$ cat config.mk
export PLATFORM = sky130hd
export DESIGN_NAME = soc_addr_router
export DESIGN_NICKNAME = d
export VERILOG_FILES = /design/src/rtl/soc_addr_router.sv
export SDC_FILE = /design/constraint.sdc
export NUM_CORES = 1
export LEC_CHECK = 0
export ABC_AREA = 1
export BUFFER_PORTS_ARGS = -buffer_cell sky130_fd_sc_hd__buf_2
export CAP_MARGIN = 20
export CORE_AREA = 4 4 240 242
export DETAILED_ROUTE_END_ITERATION = 12
export DIE_AREA = 0 0 244 246
export HOLD_SLACK_MARGIN = 0.02
export RECOVER_POWER = 50
export SYNTH_ARGS = -nofsm -noshare
export SYNTH_HDL_FRONTEND = slang
export SYNTH_SLANG_ARGS = --single-unit
export TNS_END_PERCENT = 10
$ cat constraint.sdc
create_clock -name clk_i -period 14.5 [get_ports clk_i]
set_clock_uncertainty 0.15 [all_clocks]
set_input_delay 2.9 -clock clk_i [delete_from_list [all_inputs] [get_ports clk_i]]
set_output_delay 2.9 -clock clk_i [all_outputs]
set_load 0.05 [all_outputs]
$ cat src/rtl/soc_addr_router.sv
// Address-map router: one upstream request port fanned out to NumRules slaves plus an error slave.
// Optional unmapped-address capture is enabled by defining SOC_ROUTER_ERR_LOG_EN.
module soc_addr_router #(
    parameter int unsigned NumRules  = 4,
    parameter int unsigned AddrWidth = 64,
    parameter int unsigned DataWidth = 64,
    parameter int unsigned MaxOutst  = 8,
    parameter logic [NumRules-1:0][AddrWidth-1:0] RuleBase = {
        64'h0000_0000_8000_0000, 64'h0000_0000_1000_0000,
        64'h0000_0000_0200_0000, 64'h0000_0000_0010_0000},
    parameter logic [NumRules-1:0][AddrWidth-1:0] RuleLen = {
        64'h0000_0000_4000_0000, 64'h0000_0000_0000_2000,
        64'h0000_0000_000C_0000, 64'h0000_0000_0001_0000},
    parameter logic [NumRules-1:0] RuleValid = '1
) (
    input  logic                          clk_i,
    input  logic                          rst_i,
    input  logic                          req_valid_i,
    output logic                          req_ready_o,
    input  logic [AddrWidth-1:0]          req_addr_i,
    input  logic                          req_we_i,
    input  logic [DataWidth-1:0]          req_wdata_i,
    input  logic [DataWidth/8-1:0]        req_be_i,
    output logic [NumRules-1:0]           slv_req_valid_o,
    input  logic [NumRules-1:0]           slv_req_ready_i,
    output logic [AddrWidth-1:0]          slv_addr_o,
    output logic                          slv_we_o,
    output logic [DataWidth-1:0]          slv_wdata_o,
    output logic [DataWidth/8-1:0]        slv_be_o,
    input  logic [NumRules-1:0]           slv_rsp_valid_i,
    output logic [NumRules-1:0]           slv_rsp_ready_o,
    input  logic [NumRules*DataWidth-1:0] slv_rsp_rdata_i,
    input  logic [NumRules-1:0]           slv_rsp_err_i,
`ifdef SOC_ROUTER_ERR_LOG_EN
    output logic                          err_valid_o,
    output logic [AddrWidth-1:0]          err_addr_o,
    input  logic                          err_clr_i,
`endif
    output logic                          rsp_valid_o,
    input  logic                          rsp_ready_i,
    output logic [DataWidth-1:0]          rsp_rdata_o,
    output logic                          rsp_err_o
);

    localparam int unsigned TgtWidth = $clog2(NumRules + 1);
    localparam int unsigned CntWidth = $clog2(MaxOutst + 1);
    localparam int unsigned BeWidth  = DataWidth / 8;
    localparam logic [TgtWidth-1:0] ErrTgt = TgtWidth'(NumRules);
    localparam logic [CntWidth-1:0] MaxCnt = CntWidth'(MaxOutst);

    logic [TgtWidth-1:0]  cur_tgt_q, cur_tgt_d;
    logic [CntWidth-1:0]  outst_q, outst_d;
    logic                 err_pend_q, err_pend_d;
    logic                 oreg_valid_q, oreg_valid_d;
    logic [AddrWidth-1:0] oreg_addr_q;
    logic                 oreg_we_q;
    logic [DataWidth-1:0] oreg_wdata_q;
    logic [BeWidth-1:0]   oreg_be_q;

    logic [TgtWidth-1:0]  dec_tgt;
    logic                 cur_is_err, outst_nz, stall, oreg_drain;
    logic                 accept, accept_err, rsp_hs;
    logic                 sel_req_ready, sel_rsp_valid, sel_rsp_err;
    logic [DataWidth-1:0] sel_rsp_rdata;

    // Iterate high to low so the lowest matching rule index wins
    always_comb begin
        dec_tgt = ErrTgt;
        for (int i = int'(NumRules) - 1; i >= 0; i--) begin
            if (RuleValid[i] &&
                ({1'b0, req_addr_i} >= {1'b0, RuleBase[i]}) &&
                ({1'b0, req_addr_i} < ({1'b0, RuleBase[i]} + {1'b0, RuleLen[i]}))) begin
                dec_tgt = TgtWidth'(i);
            end
        end
    end

    // Mux over ports by compare so the ERR index never selects out of range
    always_comb begin
        sel_req_ready   = 1'b0;
        sel_rsp_valid   = 1'b0;
        sel_rsp_err     = 1'b0;
        sel_rsp_rdata   = '0;
        slv_req_valid_o = '0;
        for (int i = 0; i < int'(NumRules); i++) begin
            if (cur_tgt_q == TgtWidth'(i)) begin
                sel_req_ready      = slv_req_ready_i[i];
                sel_rsp_valid      = slv_rsp_valid_i[i];
                sel_rsp_err        = slv_rsp_err_i[i];
                sel_rsp_rdata      = slv_rsp_rdata_i[i*DataWidth +: DataWidth];
                slv_req_valid_o[i] = oreg_valid_q;
            end
        end
    end

    always_comb begin
        cur_is_err  = (cur_tgt_q == ErrTgt);
        outst_nz    = (outst_q != '0);
        stall       = (outst_nz && (dec_tgt != cur_tgt_q)) || (outst_q == MaxCnt);
        oreg_drain  = oreg_valid_q && sel_req_ready;
        req_ready_o = !stall && (!oreg_valid_q || oreg_drain) && !err_pend_q;
        accept      = req_valid_i && req_ready_o;
        accept_err  = accept && (dec_tgt == ErrTgt);

        slv_rsp_ready_o = '1;
        if (cur_is_err) begin
            rsp_valid_o = err_pend_q;
            rsp_rdata_o = '0;
            rsp_err_o   = err_pend_q;
        end else begin
            rsp_valid_o = outst_nz && sel_rsp_valid;
            rsp_rdata_o = outst_nz ? sel_rsp_rdata : '0;
            rsp_err_o   = outst_nz && sel_rsp_err;
            for (int i = 0; i < int'(NumRules); i++) begin
                if (outst_nz && (cur_tgt_q == TgtWidth'(i))) begin
                    slv_rsp_ready_o[i] = rsp_ready_i;
                end
            end
        end
        rsp_hs = rsp_valid_o && rsp_ready_i;
    end

    always_comb begin
        cur_tgt_d    = accept ? dec_tgt : cur_tgt_q;
        oreg_valid_d = oreg_valid_q;
        if (oreg_drain) begin
            oreg_valid_d = 1'b0;
        end
        if (accept && !accept_err) begin
            oreg_valid_d = 1'b1;
        end
        unique case ({accept, rsp_hs})
            2'b10:   outst_d = outst_q + 1'b1;
            2'b01:   outst_d = outst_q - 1'b1;
            default: outst_d = outst_q;
        endcase
        err_pend_d = err_pend_q;
        if (accept_err) begin
            err_pend_d = 1'b1;
        end else if (rsp_hs && cur_is_err) begin
            err_pend_d = 1'b0;
        end
    end

    always_ff @(posedge clk_i or posedge rst_i) begin
        if (rst_i) begin
            cur_tgt_q    <= '0;
            outst_q      <= '0;
            err_pend_q   <= 1'b0;
            oreg_valid_q <= 1'b0;
            oreg_addr_q  <= '0;
            oreg_we_q    <= 1'b0;
            oreg_wdata_q <= '0;
            oreg_be_q    <= '0;
        end else begin
            cur_tgt_q    <= cur_tgt_d;
            outst_q      <= outst_d;
            err_pend_q   <= err_pend_d;
            oreg_valid_q <= oreg_valid_d;
            if (accept && !accept_err) begin
                oreg_addr_q  <= req_addr_i;
                oreg_we_q    <= req_we_i;
                oreg_wdata_q <= req_wdata_i;
                oreg_be_q    <= req_be_i;
            end
        end
    end

    assign slv_addr_o  = oreg_addr_q;
    assign slv_we_o    = oreg_we_q;
    assign slv_wdata_o = oreg_wdata_q;
    assign slv_be_o    = oreg_be_q;

`ifdef SOC_ROUTER_ERR_LOG_EN
    logic                 err_valid_q, err_valid_d;
    logic [AddrWidth-1:0] err_addr_q, err_addr_d;

    // A capture in the same cycle as a clear takes priority
    always_comb begin
        err_valid_d = err_valid_q;
        err_addr_d  = err_addr_q;
        if (accept_err && (!err_valid_q || err_clr_i)) begin
            err_valid_d = 1'b1;
            err_addr_d  = req_addr_i;
        end else if (err_clr_i) begin
            err_valid_d = 1'b0;
        end
    end

    always_ff @(posedge clk_i or posedge rst_i) begin
        if (rst_i) begin
            err_valid_q <= 1'b0;
            err_addr_q  <= '0;
        end else begin
            err_valid_q <= err_valid_d;
            err_addr_q  <= err_addr_d;
        end
    end

    assign err_valid_o = err_valid_q;
    assign err_addr_o  = err_addr_q;
`endif

endmodule

==> impl_metrics.py <==
metrics = {
    "synthesis": {
        "yosys_most_used_dff": "sky130_fd_sc_hd__dfrtp_1",
        "async_reset_ff_frac": 1.00,
        "yosysUniqueCellTypes": 31,
        "synth_top_area_frac": 0.438,
        "synth_sequential_area_ratio": 0.438,
        "synth-warning-count": 0,
        "ys_ff_latch": 146,
        "post-synth-top-area-cell": "sky130_fd_sc_hd__dfrtp_1",
        "synth.cell_area_sq_um": 8350,
        "syn_nets": 1473,
        "post_synth.cell_area_avg_sq_um": 7.87,
        "synth-edff-count": 0,
        "synth.area.top_cells": "sky130_fd_sc_hd__dfrtp_1, sky130_fd_sc_hd__nand2_1, sky130_fd_sc_hd__nand4_1, sky130_fd_sc_hd__o211a_1, sky130_fd_sc_hd__a221oi_1",
        "post_synth_inst_count": 1060,
    },
    "critical_path": {
        "cp_common_cell": "sky130_fd_sc_hd__nand2_1",
        "timing.critical_path.max_delay_family": "simple AND/OR/NAND/NOR gates",
        "regToRegStartpoint": "cur_tgt_q[2]",
        "rrSetupSlack_ps": 9710,
        "timing.critical_path.arrival_ps": 5300,
        "critPathCaptureType": "output pin",
        "critical-path-slowest-cell": "sky130_fd_sc_hd__nor2_8",
        "cp_num_buf_inv": 2,
        "critical_path.max_fanout": 36,
        "category_of_the_critical_setup_timing_path": "in -> out",
        "cp-startpoint": "req_addr_i[59]",
        "longest_individual_stage_delay_on_the_worst_path_ps": 460,
        "crit_path_cell_trace": "buf_2, nor2_1, nand2_1, nor2_1, nand2_1, nor2_2, nand3_1, nand2_1, nor2_1, nand2_1, nand2_1, nor2_1, nor2_2, nor2_8, buf_2",
        "worstSetupStartpointType": "input port",
        "cp.required_ps": 11450,
    },
    "timing": {
        "rsz0062_at_grt": "no",
        "timing_max_transition_violations_final": 149,
        "finalHoldViolations": 0,
        "fmaxAchievable_ghz": 0.120,
        "final_period_minus_worst_setup_slack_ps": 8350,
        "setup_tns_ps": 0,
        "finalSetupViolCount": 0,
        "post-route-period-util": 0.576,
        "max_slew.worst_pin.slew_ps": 3690,
        "max_slew_margin": -1.47,
    },
    "clock_network": {
        "cts_tree": "built",
        "cts_resized": 0,
        "postCtsSetupBuffers": 0,
        "worst_skew_pair.late_latency_ps": 430,
        "ctsHoldBuffers": 0,
        "cts_inserted_buffers": 17,
        "htreeDepth": 4,
        "clock_tree.buffer_depth": 2,
        "clkSinkCount": 146,
        "cts_root_buf": "sky130_fd_sc_hd__clkbuf_16",
        "clk_pin_slew_worst_paths_ps": 60,
    },
    "status": {
        "violated_checks": "capacitance limit, slew limit",
        "outcome": "complete, but fails checks",
    },
    "route": {
        "drc": 0,
        "initialDrtViolationCount": 821,
        "wire_per_inst_um": 19.7,
        "post_drt_via_cell_ratio": 4.36,
        "drt-total-wl_mm": 47.0,
        "drt_pass1_iterations": 6,
        "route.vias.total": 10400,
        "antenna_left": 0,
    },
    "final_layout": {
        "final_layout_size_suffix_gt1_frac": 0.335,
        "leading_cell_type_in_the_layout_fill_and_taps_excluded": "sky130_fd_sc_hd__buf_2",
        "highest_count_cells_in_the_layout_ignoring_fill_and_taps": "sky130_fd_sc_hd__buf_2, sky130_fd_sc_hd__nand2_1, sky130_fd_sc_hd__dfrtp_1",
        "filler_cell_count": 6346,
        "area_delta_synth_final_pct": 50.4,
        "layoutNonFillerInstCount": 2385,
        "fin_nets": 2031,
    },
    "grt": {
        "grt_pass1_wl_mm": 65.8,
        "grt_pass1_vias": 9878,
        "grt_max_degree": 114,
        "grt.overflow.total": 0,
        "number_of_antenna_violations_at_the_first_check_in_global_routing": 13,
        "globalRouteTotalUtil": 0.145,
    },
    "placed_design": {
        "post-dp-hpwl_mm": 37.2,
        "placedCellCount": 2346,
        "gp_congestion": 0.897,
        "buffer_ports.inserted": 620,
    },
    "job": {
        "max-cap-violations": 2,
    },
    "pwr": {
        "power-per-cell-area_nw_per_um2": 130,
        "vdd_drop_max_v": 0.0000823,
        "power.static_leakage_uw": 0.00713,
        "design_power_total_uw": 1630,
    },
    "die": {
        "full_die_area_sq_um": 60000,
        "die-width_um": 244,
        "floorplan.initialDensity": 0.151,
        "dieHeight_um": 246,
        "floorplan.io_pins": 621,
        "standard_cell_row_count": 86,
        "core-area_sq_um": 55100,
    },
    "worst_hold_path": {
        "hold_class": "reg -> reg",
        "hp-start": "slv_addr_o[55]",
    },
}
path summary, 6_finish.rpt:
path	to	cells past startpoint
worst max-delay path	req_ready_o	15
worst min-delay path	slv_addr_o[55]	2
worst max register to register	outst_q[3]	20
worst min register to register	slv_addr_o[55]	2
max in group asynchronous	slv_addr_o[39]	3
min in group asynchronous	slv_wdata_o[50]	2
per-stage QoR:
| stage | hold WS [ps] | setup WS [ps] | area [sq um] | util |
|---|---|---|---|---|
| floorplan | 319 | 7050 | 8350 | - |
| global placement | 293 | 6060 | 12100 | 0.220 |
| detailed placement | 296 | 6040 | 12100 | 0.220 |
| CTS | 314 | 6030 | 12700 | 0.230 |
| global route | 330 | 4980 | 12500 | 0.228 |
| finish | 315 | 6150 | 12600 | 0.228 |
worst register-to-register path: stages (launching register included):
cell	delay (ps)
sky130_fd_sc_hd__dfrtp_1	570
sky130_fd_sc_hd__nor2_4	170
sky130_fd_sc_hd__buf_4	370
sky130_fd_sc_hd__inv_2	130
sky130_fd_sc_hd__nor2_4	440
sky130_fd_sc_hd__nand2_1	100
sky130_fd_sc_hd__nand2_1	230
sky130_fd_sc_hd__nor2_1	160
sky130_fd_sc_hd__nor3_2	210
sky130_fd_sc_hd__inv_2	100
sky130_fd_sc_hd__nor2_8	460
sky130_fd_sc_hd__nand2_1	250
sky130_fd_sc_hd__ha_1	310
sky130_fd_sc_hd__ha_1	330
sky130_fd_sc_hd__nand2_1	80
sky130_fd_sc_hd__nor2_1	40
sky130_fd_sc_hd__a211oi_1	230
sky130_fd_sc_hd__nor2_1	70
sky130_fd_sc_hd__nor2_1	80
sky130_fd_sc_hd__nand2_1	70
sky130_fd_sc_hd__xor2_1	140
report_power, final:
group          leakage, uW  switching, uW  internal, uW
registers          0.00203           12.5           416
logic              0.00482            560           202
clock network     0.000281            190           248
metal layers:
layer / share of wire / up-vias / track usage / routed length [um]
met5: 0.0010 / - / 0 / 49
met4: 0.032 / 6 / 0.0476 / 1510
met3: 0.091 / 72 / 0.0431 / 4290
met2: 0.44 / 537 / 0.218 / 20900
met1: 0.43 / 4954 / 0.200 / 20300
li1: - / 4833 / - / -
sequential cells by signal, indices dropped and copies added, names as in the netlist:
signal and count:
err_pend_q 1, slv_wdata_o 64, outst_q 4, slv_addr_o 64, oreg_valid_q 1, cur_tgt_q 3
slv_we_o 1, slv_be_o 8
synthesized netlist by cell type, drive strengths merged (2+ instances only):
library cell	count
nand2	298
dfrtp	146
nor2	115
nand4	106
o21ai	73
clkbuf	64
a221oi	61
o211a	61
inv	58
buf	34
nand3	10
a21oi	9
a22oi	6
nor3	6
ha	3
xor2	2
kinds of logic after synthesis:
family / count (synthesis) / share of synthesized area
AO/OA/AOI/OAI: 213 / 0.194
XOR/XNOR: 3 / 0.00315
adder cells (fa/ha/maj): 4 / 0.00690
buffers and inverters: 157 / 0.0766
flip-flops: 146 / 0.438
AND/OR/NAND/NOR: 537 / 0.281
area by class of cell:
class | count | area [sq um] | share of cell area
clock buffers | 19 | 453 | 0.0361
inverters | 59 | 225 | 0.0179
multi-input cells | 757 | 4070 | 0.324
clock inverters | 13 | 125 | 0.00997
repair buffers | 637 | 3080 | 0.245
flip-flops and latches | 146 | 3650 | 0.291
well taps | 748 | 936 | 0.0746
diodes | 6 | 15.0 | 0.00120
Note: power is estimated with default switching activity, not from simulation.
